$ cat src/rtl/ntt_job_arbiter.sv
// Round-robin arbiter sharing one NTT engine between two requesters.
// Sequences start/finish, steers memory traffic to the owner, and aborts hung jobs.
//
// state | meaning
// IDLE  | no job; arbitrate pending requests
// RUN   | engine started for owner; wait for finish edge or watchdog
// REL   | job complete; done pulse, release grant
// ABORT | watchdog expired; engine reset, done+err pulse
module ntt_job_arbiter #(
    parameter int LOGQ    = 64,
    parameter int LOGN    = 4,
    parameter int TIMEOUT = 4096,
    localparam int AW     = ((LOGN < 9) ? 9 : LOGN) + 1
) (
    input  logic            clk,
    input  logic            rst,
    input  logic            req_0,
    input  logic            req_1,
    input  logic            intt_0,
    input  logic            intt_1,
    input  logic [LOGQ-1:0] q_0,
    input  logic [LOGQ-1:0] q_1,
    input  logic [LOGQ-1:0] din0_0,
    input  logic [LOGQ-1:0] din1_0,
    input  logic [LOGQ-1:0] din0_1,
    input  logic [LOGQ-1:0] din1_1,
    output logic            gnt_0,
    output logic            gnt_1,
    output logic            done_0,
    output logic            done_1,
    output logic            err_0,
    output logic            err_1,
    output logic            wea_0,
    output logic            wea_1,
    output logic [AW-1:0]   mem_rd_addr,
    output logic [AW-1:0]   mem_wr_addr,
    output logic            ntt_rst,
    output logic            ntt_start,
    output logic            ntt_intt,
    output logic [LOGQ-1:0] ntt_q,
    output logic [LOGQ-1:0] ntt_din_0,
    output logic [LOGQ-1:0] ntt_din_1,
    input  logic [AW-1:0]   ntt_read_address,
    input  logic [AW-1:0]   ntt_write_address,
    input  logic            ntt_wea,
    input  logic            ntt_finish
);

    localparam logic [1:0] IDLE  = 2'd0;
    localparam logic [1:0] RUN   = 2'd1;
    localparam logic [1:0] REL   = 2'd2;
    localparam logic [1:0] ABORT = 2'd3;

    localparam bit          WD_EN   = (TIMEOUT != 0);
    localparam logic [31:0] WD_LOAD = 32'(TIMEOUT - 1);

    logic [1:0]  state;
    logic        owner;
    logic        rr;
    logic        fin_q;
    logic [31:0] wd_cnt;
    logic        win;
    logic        fin_edge;

    assign win      = (req_0 & req_1) ? rr : req_1;
    assign fin_edge = ntt_finish & ~fin_q;

    // Watchdog is a down-counter: loaded at grant, abort on terminal count.
    always_ff @(posedge clk) begin
        if (rst) begin
            state    <= IDLE;
            owner    <= 1'b0;
            rr       <= 1'b0;
            fin_q    <= 1'b0;
            wd_cnt   <= '0;
            ntt_intt <= 1'b0;
            ntt_q    <= '0;
        end else begin
            case (state)
                IDLE: begin
                    if (req_0 | req_1) begin
                        state    <= RUN;
                        owner    <= win;
                        ntt_intt <= win ? intt_1 : intt_0;
                        ntt_q    <= win ? q_1 : q_0;
                        wd_cnt   <= WD_LOAD;
                        fin_q    <= ntt_finish;
                    end
                end
                RUN: begin
                    fin_q <= ntt_finish;
                    if (fin_edge)
                        state <= REL;
                    else if (WD_EN && wd_cnt == '0)
                        state <= ABORT;
                    else
                        wd_cnt <= wd_cnt - 32'd1;
                end
                REL, ABORT: begin
                    rr    <= ~owner;
                    state <= IDLE;
                end
                default: state <= IDLE;
            endcase
        end
    end

    assign gnt_0     = (state != IDLE) & ~owner;
    assign gnt_1     = (state != IDLE) &  owner;
    assign done_0    = ((state == REL) | (state == ABORT)) & ~owner;
    assign done_1    = ((state == REL) | (state == ABORT)) &  owner;
    assign err_0     = (state == ABORT) & ~owner;
    assign err_1     = (state == ABORT) &  owner;
    assign ntt_start = (state == RUN);
    assign ntt_rst   = rst | (state == ABORT);

    assign wea_0       = ntt_wea & (state == RUN) & ~owner;
    assign wea_1       = ntt_wea & (state == RUN) &  owner;
    assign ntt_din_0   = owner ? din0_1 : din0_0;
    assign ntt_din_1   = owner ? din1_1 : din1_0;
    assign mem_rd_addr = ntt_read_address;
    assign mem_wr_addr = ntt_write_address;

endmodule

$ cat config.mk
export PLATFORM = sky130hd
export DESIGN_NAME = ntt_job_arbiter
export DESIGN_NICKNAME = d
export VERILOG_FILES = /design/src/rtl/ntt_job_arbiter.sv
export SDC_FILE = /design/constraint.sdc
export NUM_CORES = 1
export LEC_CHECK = 0
export BUFFER_PORTS_ARGS = -buffer_cell sky130_fd_sc_hd__buf_2
export CAP_MARGIN = 15
export CORE_AREA = 2 2 246 248
export DETAILED_ROUTE_END_ITERATION = 8
export DIE_AREA = 0 0 248 250
export PLACE_DENSITY_LB_ADDON = 0.1
export SLEW_MARGIN = 20
export SYNTH_ARGS = -nofsm -noshare
export SYNTH_HDL_FRONTEND = slang
export SYNTH_SLANG_ARGS = --single-unit
$ cat constraint.sdc
create_clock -name clk -period 5.3 [get_ports clk]
set_input_delay 1.06 -clock clk [delete_from_list [all_inputs] [get_ports clk]]
set_output_delay 1.06 -clock clk [all_outputs]
set_load 0.02 [all_outputs]
==> summary.txt <==
placed inst area: 0.0101 mm²
number of buffers created by CTS: 9
#FFs+latches synth: 102
outcome: completed
Port Buf Inserts: 594
DRT Pass-1 Iters: 4
crit path DAT: 2.40 ns
PwrDens: 252 mW/mm²
CTS root buf: clkbuf_16
routed length per instance: 23.6 µm
Die Wd: 248 µm
mean post-synth cell area: 9.27 µm²
final setup violation count: 0
fin cells: 2023
grt total ovfl: 0
Clk pin slew, worst setup/hold paths: 0.08 ns
fin area: 0.0104 mm²
worst slew pin tran: 0.985 ns
YS warnings: 0
height of the die: 250 µm
number of routed nets with antenna violations: 0
Hold-fix buffers, CTS: 0
CTS tree: done
Clk Latency, worst-skew pair: 0.36 ns
Layout fillers: 6814
vias in the first global route: 7373
core area: 0.0596 mm²
DR iter-0 viols: 286
DRC Markers: 0
Mapped Nets: 1105
Post-synth top flop: dfxtp_1
GR met2 Demand/Resource: 27.6%
Fmax: 0.289 GHz
pre-CTS setup slack: 2.16 ns
Relative slew margins: 34.3%
initial cell density of the core: 10.8%
Util after Layout: 17.5%
async set-or-reset flop fraction in the synthesized netlist: 0%
startpoint types: register
met1 GRT Util: 14.4%
Setup Fix Bufs, Post-CTS: 0
min-delay worst type: register to register
final worst slack: 1.84 ns
Syn Inst Count: 692
die footprint: 0.0620 mm²
Layout Skew: 0.00780 ns
Final Wtd Congestion: 0.781
post-synthesis cell type count: 47
Leak Pwr: 5.01 nW
Nets: 1646
row count: 90
largest net degree at the start of global routing: 97
Mapped Area: 0.00642 mm²
num ports: 635
DP HPWL: 41200 µm
fin. max-slew vios: 0
Fin. Hold Viols: 0
DP Cell Count: 2004
crit-path max FO: 76
maxcap violations: 0
count of flip-flops with a built-in enable after synthesis: 0
routed vias: 7604
grt peak-use layer: met2
Syn-to-layout area delta: 62.5%
Total Routing Usage GR: 14.5%
H-tree Lvls: 3
Max clock buf depth: 2
RSZ-0062 raised after global routing: false
Via density: 3.76
# resized after CTS: 0
met3 Use GR: 4.40%
layout cell share with drive strength beyond 1: 61.1%
Seq/Total Area, Yosys: 31.8%
Routed WL: 47800 µm
Fin Setup TNS: 0 ns
post-route clock period utilization: 65.2%
total clock sinks: 102
CP Class: register to output port
initial antenna violation count: 27
Worst EP required: 4.24 ns
minimum clock period: 3.46 ns
endpoint class of the critical path: output port
Max rail drop VDD: 0.132 mV
first-pass GRT wire length: 61000 µm
==> logic make-up after synthesis <==
kind of cell    synth area share (%)
buf+inv                         5.83
xor+xnor                       0.410
mux                             32.9
compound gates                  14.0
simple gates                    14.8
fa+ha+maj                      0.195
flops                           31.8
==> metal layers <==
| layer | part of all wire, % | vias to the layer above |
|---|---|---|
| li1 | - | 3675 |
| met1 | 35 | 3402 |
| met2 | 52 | 414 |
| met3 | 8.5 | 87 |
| met4 | 3.9 | 26 |
| met5 | 0.33 | - |
==> through the flow <==
stage	hold slack (ns)	total power, mW
5_1_grt	0.518	2.78
2_1_floorplan	0.446	1.49
4_1_cts	0.491	2.70
3_5_place_dp	0.480	1.97
6_report	0.494	2.63
3_3_place_gp	0.471	1.97
==> cells in the mapped netlist (2+ instances only) <==
cell type | number | share of area [%]
a211oi_1 | 70 | 8.2
a21oi_1 | 15 | 1.2
a311oi_1 | 2 | 0.27
a31oi_1 | 6 | 0.59
and2_1 | 4 | 0.39
and3_1 | 4 | 0.39
buf_1 | 9 | 0.53
buf_2 | 2 | 0.16
buf_4 | 20 | 2.3
clkbuf_1 | 40 | 2.3
dfxtp_1 | 102 | 32
inv_1 | 5 | 0.29
mux2_2 | 128 | 22
mux2i_1 | 67 | 10
nand2_1 | 11 | 0.64
nand2b_1 | 4 | 0.39
nand3_1 | 8 | 0.62
nand4_1 | 2 | 0.19
nand4b_1 | 2 | 0.27
nor2_1 | 84 | 4.9
nor2b_1 | 2 | 0.19
nor3_1 | 9 | 0.70
nor4_1 | 9 | 0.88
o21ai_0 | 12 | 0.94
o21ai_1 | 2 | 0.16
o31ai_1 | 10 | 1.2
or2_2 | 5 | 0.49
or3_1 | 17 | 1.7
or4_1 | 22 | 2.6
xor2_1 | 2 | 0.27
==> placed cells by master (no fill, tap or decap), types with 2 or more instances in the layout <==
cell type  instances
clkbuf_16          9
dfxtp_1          101
xor2_1             2
mux2_2           128
and3_1             4
o31ai_1           10
and2_1             4
nand4b_1           2
nand2b_1           4
a211oi_1          70
a21oi_1           15
nand3_1            8
or3_1             17
nor3_1             9
buf_12             2
a31oi_1            6
clkinv_2           3
nand4_1            2
or4_1             22
clkinv_4           2
nand2_1           11
nor2b_1            2
a311oi_1           2
o21ai_0           12
inv_1              5
nor4_1             8
buf_2            594
buf_4              6
nor2_1            83
or2_2              5
mux2i_1           67
diode_2            3
==> final timing paths <==
check / startpoint / end / slack [ns] / cells past startpoint
setup reg to reg: wd_cnt[12] / wd_cnt[1] / 2.22 / 5
setup / recovery: owner / ntt_din_1[22] / 1.84 / 3
hold / removal: wd_cnt[31] / wd_cnt[31] / 0.49 / 2
hold reg to reg: wd_cnt[31] / wd_cnt[31] / 0.49 / 2
==> layout make-up <==
| type | instances | area (µm²) | area share, % |
|---|---|---|---|
| Clock buffer | 10 | 229 | 2.20 |
| Antenna cell | 3 | 7.51 | 0.0720 |
| Timing Repair Buffer | 602 | 3060 | 29.3 |
| Inverter | 5 | 18.8 | 0.180 |
| Multi-Input combinational cell | 513 | 4030 | 38.6 |
| Tap cell | 782 | 978 | 9.39 |
| Clock inverter | 6 | 62.6 | 0.600 |
| Sequential cell | 102 | 2050 | 19.6 |
==> state kept, by name, indices dropped and copies added (netlist names) <==
name      flops
ntt_intt      1
state         2
fin_q         1
ntt_q        64
wd_cnt       32
owner         1
rr            1
==> power by group <==
| group | internal [mW] | total, mW | leakage [nW] | switching, mW |
|---|---|---|---|---|
| Clock | 0.367 | 0.702 | 0.146 | 0.335 |
| Combinational | 0.400 | 1.01 | 4.02 | 0.614 |
| Sequential | 0.846 | 0.910 | 0.844 | 0.0646 |
| Total | 1.61 | 2.63 | 5.01 | 1.01 |
==> worst max-delay path, cell delays in order (launching register included) <==
cell	delay (ns)
dfxtp_4	0.91
buf_12	0.42
mux2_2	0.43
buf_2	0.18
(Power assumes the default switching activity.)
